`config.mk`:
```
export PLATFORM = sky130hd
export DESIGN_NAME = impulse_gate_ctrl
export DESIGN_NICKNAME = d
export VERILOG_FILES = /design/src/rtl/impulse_ctrl_pkg.sv /design/src/rtl/bcd_digit_cell.sv /design/src/rtl/impulse_gate_ctrl.sv
export SDC_FILE = /design/constraint.sdc
export NUM_CORES = 1
export LEC_CHECK = 0
export BUFFER_PORTS_ARGS = -buffer_cell sky130_fd_sc_hd__buf_2
export CORE_MARGIN = 5
export CORE_UTILIZATION = 31
export DETAILED_ROUTE_END_ITERATION = 6
export REMOVE_ABC_BUFFERS = 1
export SETUP_SLACK_MARGIN = 0.15
export SLEW_MARGIN = 20
export SYNTH_ARGS = -nofsm -noshare
export SYNTH_HDL_FRONTEND = slang
export SYNTH_SLANG_ARGS = --single-unit
```
`constraint.sdc`:
```
create_clock -name CLK -period 3.3 [get_ports CLK]
set_input_delay 0.495 -clock CLK [delete_from_list [all_inputs] [get_ports CLK]]
set_output_delay 0.495 -clock CLK [all_outputs]
set_load 0.02 [all_outputs]
```
`src/rtl/impulse_ctrl_pkg.sv`:
```
// rtl/impulse_ctrl_pkg.sv - shared types and BCD constants for the gated impulse counter
package impulse_ctrl_pkg;

    typedef enum logic [1:0] {IDLE, CLEAR, GATE, HOLD} state_t;

    localparam int         BCD_W   = 4;
    localparam logic [3:0] BCD_MAX = 4'd9;
    localparam logic [3:0] BCD_MIN = 4'd0;

    // Non-decimal nibbles are loaded as zero so a digit never holds a value above 9.
    function automatic logic [BCD_W-1:0] bcd_sanitize(input logic [BCD_W-1:0] v);
        return (v > BCD_MAX) ? BCD_MIN : v;
    endfunction

endpackage

```
`src/rtl/bcd_digit_cell.sv`:
```
// rtl/bcd_digit_cell.sv - one BCD up/down digit with load and terminal-value flags
module bcd_digit_cell
    import impulse_ctrl_pkg::*;
(
    input  logic             CLK,
    input  logic             RST,
    input  logic             LOAD,
    input  logic [BCD_W-1:0] LOAD_VAL,
    input  logic             EN,
    input  logic             DIR,
    output logic [BCD_W-1:0] Q,
    output logic             AT_MAX,
    output logic             AT_MIN
);

    always_ff @(posedge CLK) begin
        if (RST) begin
            Q <= '0;
        end else if (LOAD) begin
            Q <= bcd_sanitize(LOAD_VAL);
        end else if (EN) begin
            if (DIR)
                Q <= (Q == BCD_MAX) ? BCD_MIN : Q + 4'd1;
            else
                Q <= (Q == BCD_MIN) ? BCD_MAX : Q - 4'd1;
        end
    end

    assign AT_MAX = (Q == BCD_MAX);
    assign AT_MIN = (Q == BCD_MIN);

endmodule

```
`src/rtl/impulse_gate_ctrl.sv`:
```
// rtl/impulse_gate_ctrl.sv - CLEAR/GATE/HOLD sequencer driving a cascade of BCD digit cells
module impulse_gate_ctrl
    import impulse_ctrl_pkg::*;
#(
    parameter int DIGITS      = 4,
    parameter int GATE_CYCLES = 1000,
    parameter int HOLD_CYCLES = 100
) (
    input  logic                    CLK,
    input  logic                    RST,
    input  logic                    START,
    input  logic                    DIR_SEL,
    input  logic [4*DIGITS-1:0]     PRESET_BCD,
    input  logic                    PULSE_IN,
    output logic [4*DIGITS-1:0]     COUNT_BCD,
    output logic [4*DIGITS-1:0]     RESULT_BCD,
    output logic                    RESULT_OVF,
    output logic                    RESULT_VALID,
    output logic                    BUSY
);

    localparam int MAX_CYC = (GATE_CYCLES > HOLD_CYCLES) ? GATE_CYCLES : HOLD_CYCLES;
    localparam int TW      = (MAX_CYC > 1) ? $clog2(MAX_CYC) : 1;
    localparam logic [TW-1:0] GATE_LOAD = TW'(GATE_CYCLES - 1);
    localparam logic [TW-1:0] HOLD_LOAD = TW'(HOLD_CYCLES - 1);

    state_t            state;
    logic [TW-1:0]     timer;
    logic              s1, s2, s3;
    logic              evt;
    logic              dir_q;
    logic              ovf_q;
    logic              load;
    logic              carry;
    logic [DIGITS-1:0] en;
    logic [DIGITS-1:0] at_max;
    logic [DIGITS-1:0] at_min;

    assign evt  = s2 & ~s3;
    assign load = (state == CLEAR);

    // Ripple enable: a digit steps only when every lower digit is about to wrap.
    always_comb begin
        en    = '0;
        carry = evt && (state == GATE);
        for (int i = 0; i < DIGITS; i++) begin
            en[i] = carry;
            carry = carry & (dir_q ? at_max[i] : at_min[i]);
        end
    end

    for (genvar g = 0; g < DIGITS; g++) begin : g_digit
        bcd_digit_cell u_digit (
            .CLK      (CLK),
            .RST      (RST),
            .LOAD     (load),
            .LOAD_VAL (PRESET_BCD[g*BCD_W +: BCD_W]),
            .EN       (en[g]),
            .DIR      (dir_q),
            .Q        (COUNT_BCD[g*BCD_W +: BCD_W]),
            .AT_MAX   (at_max[g]),
            .AT_MIN   (at_min[g])
        );
    end

    always_ff @(posedge CLK) begin
        if (RST) begin
            state        <= IDLE;
            timer        <= '0;
            s1           <= 1'b0;
            s2           <= 1'b0;
            s3           <= 1'b0;
            dir_q        <= 1'b0;
            ovf_q        <= 1'b0;
            RESULT_BCD   <= '0;
            RESULT_OVF   <= 1'b0;
            RESULT_VALID <= 1'b0;
            BUSY         <= 1'b0;
        end else begin
            s1           <= PULSE_IN;
            s2           <= s1;
            s3           <= s2;
            RESULT_VALID <= 1'b0;
            case (state)
                IDLE: begin
                    if (START) begin
                        state <= CLEAR;
                        BUSY  <= 1'b1;
                    end
                end
                CLEAR: begin
                    dir_q <= DIR_SEL;
                    ovf_q <= 1'b0;
                    timer <= GATE_LOAD;
                    state <= GATE;
                end
                GATE: begin
                    if (carry)
                        ovf_q <= 1'b1;
                    if (timer == '0) begin
                        state <= HOLD;
                        timer <= HOLD_LOAD;
                    end else begin
                        timer <= timer - 1'b1;
                    end
                end
                HOLD: begin
                    if (timer == HOLD_LOAD) begin
                        RESULT_BCD   <= COUNT_BCD;
                        RESULT_OVF   <= ovf_q;
                        RESULT_VALID <= 1'b1;
                    end
                    if (timer == '0) begin
                        if (START) begin
                            state <= CLEAR;
                        end else begin
                            state <= IDLE;
                            BUSY  <= 1'b0;
                        end
                    end else begin
                        timer <= timer - 1'b1;
                    end
                end
                default: begin
                    state <= IDLE;
                    BUSY  <= 1'b0;
                end
            endcase
        end
    end

endmodule

```
==> report_table.html <==
<table>
<tr><th>Metric</th><th>Value</th></tr>
<tr><th colspan="2">Clock tree</th></tr>
<tr><td>Number of buffers created by CTS</td><td>5</td></tr>
<tr><td>Sink Count</td><td>52</td></tr>
<tr><td>CTS tree</td><td>built</td></tr>
<tr><td>Bufs on Longest Clock Path</td><td>2</td></tr>
<tr><td>Clock latency on the worst-skew pair</td><td>0.31 ns</td></tr>
<tr><td>Number of setup buffers added after CTS</td><td>0</td></tr>
<tr><td>Clk root buf</td><td>sky130_fd_sc_hd__clkbuf_8</td></tr>
<tr><td>CTS resizes</td><td>0</td></tr>
<tr><td>Hold-fix buffer count after cts</td><td>0</td></tr>
<tr><td>Clock slew at reported path FFs</td><td>0.10 ns</td></tr>
<tr><td>Number of H-tree levels</td><td>2</td></tr>
<tr><th colspan="2">STA</th></tr>
<tr><td>Fmax</td><td>431 MHz</td></tr>
<tr><td>Slew of the pin with the lowest slew margin</td><td>0.720 ns</td></tr>
<tr><td>Clock period minus final worst setup slack</td><td>2.32 ns</td></tr>
<tr><td>Share of the clock period used by the worst path after layout</td><td>70.3%</td></tr>
<tr><td>RSZ-0062 raised after global routing</td><td>false</td></tr>
<tr><td>Final-report hold violation count</td><td>0</td></tr>
<tr><td>Slew Limit Fails</td><td>0</td></tr>
<tr><td>Final setup violation count</td><td>0</td></tr>
<tr><td>Setup TNS Final</td><td>0 ns</td></tr>
<tr><td>Slew margin rel.</td><td>51.9%</td></tr>
<tr><td>Fin worst setup slack</td><td>0.980 ns</td></tr>
<tr><td>Layout Skew</td><td>0.0105 ns</td></tr>
<tr><th colspan="2">Floorplan</th></tr>
<tr><td>Vert. Die Dim</td><td>109 um</td></tr>
<tr><td>Number of standard-cell rows in the floorplan</td><td>36</td></tr>
<tr><td>Starting Density</td><td>31.4%</td></tr>
<tr><td>Number of top-level pins</td><td>56</td></tr>
<tr><td>Full die area</td><td>11900 sq um</td></tr>
<tr><td>DIE WIDTH</td><td>109 um</td></tr>
<tr><td>Core area</td><td>9680 sq um</td></tr>
<tr><th colspan="2">Synth</th></tr>
<tr><td>Post-synth top area cell</td><td>sky130_fd_sc_hd__dfxtp_1</td></tr>
<tr><td>Count of unique library cells instantiated by Yosys</td><td>58</td></tr>
<tr><td>Avg Cell Area, Syn</td><td>7.76 sq um</td></tr>
<tr><td>Seq cells post-synth</td><td>52</td></tr>
<tr><td>Fraction of synthesis flops using an asynchronous set or reset pin</td><td>0%</td></tr>
<tr><td>Cell types occupying the most area after synthesis</td><td>sky130_fd_sc_hd__dfxtp_1, sky130_fd_sc_hd__nand2_1, sky130_fd_sc_hd__a21oi_1</td></tr>
<tr><td>Share of Yosys cell area claimed by the top area cell type</td><td>34.2%</td></tr>
<tr><td>Portion of the post-synthesis area used by sequential elements</td><td>34.2%</td></tr>
<tr><td>Cell area after technology mapping</td><td>3040 sq um</td></tr>
<tr><td>Most common flop cell mapped by yosys</td><td>sky130_fd_sc_hd__dfxtp_1</td></tr>
<tr><td>Count of flip-flops with a built-in enable after synthesis</td><td>0</td></tr>
<tr><td>Number of instances in the synthesized netlist</td><td>392</td></tr>
<tr><td>Yosys Warn Count</td><td>0</td></tr>
<tr><th colspan="2">Critical path</th></tr>
<tr><td>Arrival time of data at the critical path endpoint</td><td>2.53 ns</td></tr>
<tr><td>Required time reported for the critical path endpoint</td><td>3.51 ns</td></tr>
<tr><td>Largest stage delay, worst path</td><td>0.56 ns</td></tr>
<tr><td>Reg-to-Reg End</td><td>g_digit[0].u_digit.Q[1]$_SDFFE_PP0P_</td></tr>
<tr><td>Type of the setup path with the least slack</td><td>reg2reg</td></tr>
<tr><td>Dominant cell type by count on the critical path</td><td>sky130_fd_sc_hd__inv_1</td></tr>
<tr><td>Launch point of the worst reg-to-reg path</td><td>state[1]$_SDFFE_PP0P_</td></tr>
<tr><td>Element type at the critical path start</td><td>flip-flop</td></tr>
<tr><td>Type of destination of the critical path</td><td>flip-flop</td></tr>
<tr><td>Count of cells along the worst register-to-register path</td><td>6</td></tr>
<tr><td>Cell with the largest stage delay on the worst path</td><td>sky130_fd_sc_hd__ha_1</td></tr>
<tr><td>Crit-path cells</td><td>inv_1 -&gt; ha_1 -&gt; inv_1 -&gt; nand2_1 -&gt; a21oi_1 -&gt; a31o_2</td></tr>
<tr><td>Worst R2R Setup Slack</td><td>0.98 ns</td></tr>
<tr><td>Biggest fanout along the worst timing path</td><td>20</td></tr>
<tr><th colspan="2">Worst hold path</th></tr>
<tr><td>Worst Hold Path EP</td><td>s1$_SDFF_PP0_</td></tr>
<tr><td>Class of the tightest hold or removal check</td><td>in2reg</td></tr>
<tr><td>HP Start</td><td>PULSE_IN</td></tr>
<tr><td>Hold-critical path depth</td><td>2</td></tr>
<tr><th colspan="2">Power</th></tr>
<tr><td>Leakage power of the design</td><td>1.34 nW</td></tr>
<tr><td>Relative contribution of combinational cells to total power</td><td>47.4%</td></tr>
<tr><td>Cell internal power dissipation</td><td>1.52 mW</td></tr>
<tr><td>IR drop worst, VDD</td><td>315 uV</td></tr>
<tr><td>Net Switching</td><td>1.30 mW</td></tr>
<tr><td>Switching Fraction</td><td>46.1%</td></tr>
<tr><td>Fraction of power consumed by the clock network</td><td>15.7%</td></tr>
<tr><td>Power per cell area</td><td>820 nW/um^2</td></tr>
<tr><td>Seq pwr share</td><td>36.9%</td></tr>
<tr><th colspan="2">GRT</th></tr>
<tr><td>Number of global-route vias before repair</td><td>2624</td></tr>
<tr><td>Maximum number of pins on one net before global-route repair</td><td>43</td></tr>
<tr><td>Wire length of the first global-routing pass</td><td>13200 um</td></tr>
<tr><td>Number of antenna violations at the first check in global routing</td><td>0</td></tr>
<tr><td>Total gr overflow</td><td>0</td></tr>
<tr><td>Total track usage</td><td>13.8%</td></tr>
<tr><th colspan="2">Layout</th></tr>
<tr><td>Final instance count without filler cells</td><td>558</td></tr>
<tr><td>Utilization after layout</td><td>35.6%</td></tr>
<tr><td>Top library cells by usage in the layout, fill and taps aside</td><td>sky130_fd_sc_hd__buf_2, sky130_fd_sc_hd__dfxtp_1, sky130_fd_sc_hd__nand2_1, sky130_fd_sc_hd__a21oi_1, sky130_fd_sc_hd__nor2_1</td></tr>
<tr><td>Share of final-layout standard cells stronger than drive strength 1</td><td>17.9%</td></tr>
<tr><td>Area added between synthesis and finish</td><td>13.3%</td></tr>
<tr><td>Nets</td><td>451</td></tr>
<tr><td>Antenna cell count</td><td>0</td></tr>
<tr><td>Most frequent standard cell in the layout excluding fill and tap cells</td><td>sky130_fd_sc_hd__buf_2</td></tr>
<tr><th colspan="2">Route</th></tr>
<tr><td>Via total after detailed routing</td><td>2930</td></tr>
<tr><td>Routed wirelength normalized by instance count</td><td>14.4 um</td></tr>
<tr><td>Post-detailed-route count of antenna-violating nets</td><td>0</td></tr>
<tr><td>1st-pass router iterations</td><td>4</td></tr>
<tr><td>Vias per cell</td><td>5.25</td></tr>
<tr><td>Initial DRC count</td><td>134</td></tr>
<tr><td>DRC Markers</td><td>0</td></tr>
<tr><td>WL final</td><td>8050 um</td></tr>
<tr><th colspan="2">Place</th></tr>
<tr><td>Placed Instances</td><td>550</td></tr>
<tr><td>Placement-stage worst setup slack</td><td>0.950 ns</td></tr>
<tr><td>GPL Wtd Cong</td><td>0.778</td></tr>
<tr><td>IO buf count</td><td>55</td></tr>
<tr><td>Detailed placement HPWL</td><td>5670 um</td></tr>
<tr><th colspan="2">Job</th></tr>
<tr><td>Max-cap viol count</td><td>0</td></tr>
<tr><th colspan="2">Status</th></tr>
<tr><td>Run status</td><td>finished, final reports clean</td></tr>
</table>
[cells in the mapped netlist (3+ instances only)]
cell type                  instances
sky130_fd_sc_hd__a211oi_1          8
sky130_fd_sc_hd__a21oi_1          37
sky130_fd_sc_hd__a22oi_1           4
sky130_fd_sc_hd__a31oi_1           9
sky130_fd_sc_hd__and3_1            6
sky130_fd_sc_hd__buf_1             4
sky130_fd_sc_hd__buf_2             7
sky130_fd_sc_hd__buf_6             3
sky130_fd_sc_hd__clkbuf_1         16
sky130_fd_sc_hd__dfxtp_1          52
sky130_fd_sc_hd__ha_1              6
sky130_fd_sc_hd__inv_1            16
sky130_fd_sc_hd__mux2i_1           6
sky130_fd_sc_hd__nand2_1          50
sky130_fd_sc_hd__nand2b_1          3
sky130_fd_sc_hd__nand3_1          13
sky130_fd_sc_hd__nand3b_1          5
sky130_fd_sc_hd__nor2_1           31
sky130_fd_sc_hd__nor2b_1           6
sky130_fd_sc_hd__nor3_1           15
sky130_fd_sc_hd__o21ai_0          25
sky130_fd_sc_hd__o221ai_1          4
sky130_fd_sc_hd__o311a_1           3
sky130_fd_sc_hd__o31ai_1           3
sky130_fd_sc_hd__xnor2_1           5
sky130_fd_sc_hd__xor2_1           10
[worst max path at each step]
stage | start | end | depth (start not counted) | slack, ns
final | state[1]$_SDFFE_PP0P_ | g_digit[0].u_digit.Q[1]$_SDFFE_PP0P_ | 6 | 0.98
after detailed placement | state[1]$_SDFFE_PP0P_ | g_digit[2].u_digit.Q[2]$_SDFFE_PP0P_ | 6 | 0.95
after floorplan | dir_q$_SDFFE_PP0P_ | g_digit[3].u_digit.Q[2]$_SDFFE_PP0P_ | 5 | 1.27
after global placement | state[1]$_SDFFE_PP0P_ | g_digit[0].u_digit.Q[1]$_SDFFE_PP0P_ | 6 | 0.98
after global routing | state[1]$_SDFFE_PP0P_ | g_digit[0].u_digit.Q[1]$_SDFFE_PP0P_ | 6 | 0.77
after CTS | state[1]$_SDFFE_PP0P_ | g_digit[0].u_digit.Q[1]$_SDFFE_PP0P_ | 6 | 0.95
[state kept, by name, summed over array words and instances (netlist names)]
register / count
BUSY: 1
g_digit.u_digit.Q: 16
timer: 10
state: 2
RESULT_BCD: 16
s2: 1
ovf_q: 1
RESULT_VALID: 1
s3: 1
s1: 1
dir_q: 1
RESULT_OVF: 1
[final cells by class]
type                    count  area, sq um
multi-input cells         292         1780
inverters                  16         60.1
repair buffers             57          290
fillers                  1044         6240
clock buffers               6         72.6
flip-flops and latches     52         1040
clock inverters             2         35.0
well taps                 133          166
[metal layers]
layer / up-vias / share of wire, % / GRT usage, %
li1: 1468 / - / -
met1: 1388 / 45 / 18.4
met2: 67 / 48 / 22.8
met3: 7 / 6.2 / 3.32
met4: 0 / 0.73 / 2.43
met5: - / 0 / 0
[power groups by stage]
stage          logic [mW]  clock network (mW)  registers (mW)
2_1_floorplan       0.947                   0            1.07
3_3_place_gp         1.31                   0            1.05
3_5_place_dp         1.33                   0            1.06
4_1_cts              1.35               0.455            1.04
5_1_grt              1.50               0.483            1.08
6_report             1.34               0.444            1.04
[critical path, delay by kind of cell, from the launching register on]
family / cells / cell delay [ns]
AOI/OAI and AO/OA: 2 / 0.31
and+or+nand+nor: 1 / 0.37
DFF: 1 / 0.36
adders and majority gates: 1 / 0.56
buffers and inverters: 2 / 0.61
[through the flow]
stage / hold WS, ns / power, mW / instance area, sq um
finish: 0.403 / 2.83 / 3450
global route: 0.429 / 3.06 / 3450
CTS: 0.395 / 2.84 / 3450
detailed placement: 0.437 / 2.38 / 3340
global placement: 0.433 / 2.36 / 3340
floorplan: 0.414 / 2.01 / 2880
[kinds of logic after synthesis]
logic type               Yosys count  synth area share, %
multiplexers                       6                 1.97
XOR/XNOR                          15                 4.32
AO/OA/AOI/OAI                    120                 25.7
flip-flops                        52                 34.2
AND/OR/NAND/NOR                  145                 24.1
adder cells (fa/ha/maj)            6                 2.47
buffers and inverters             48                 7.20
(Power assumes the default switching activity.)
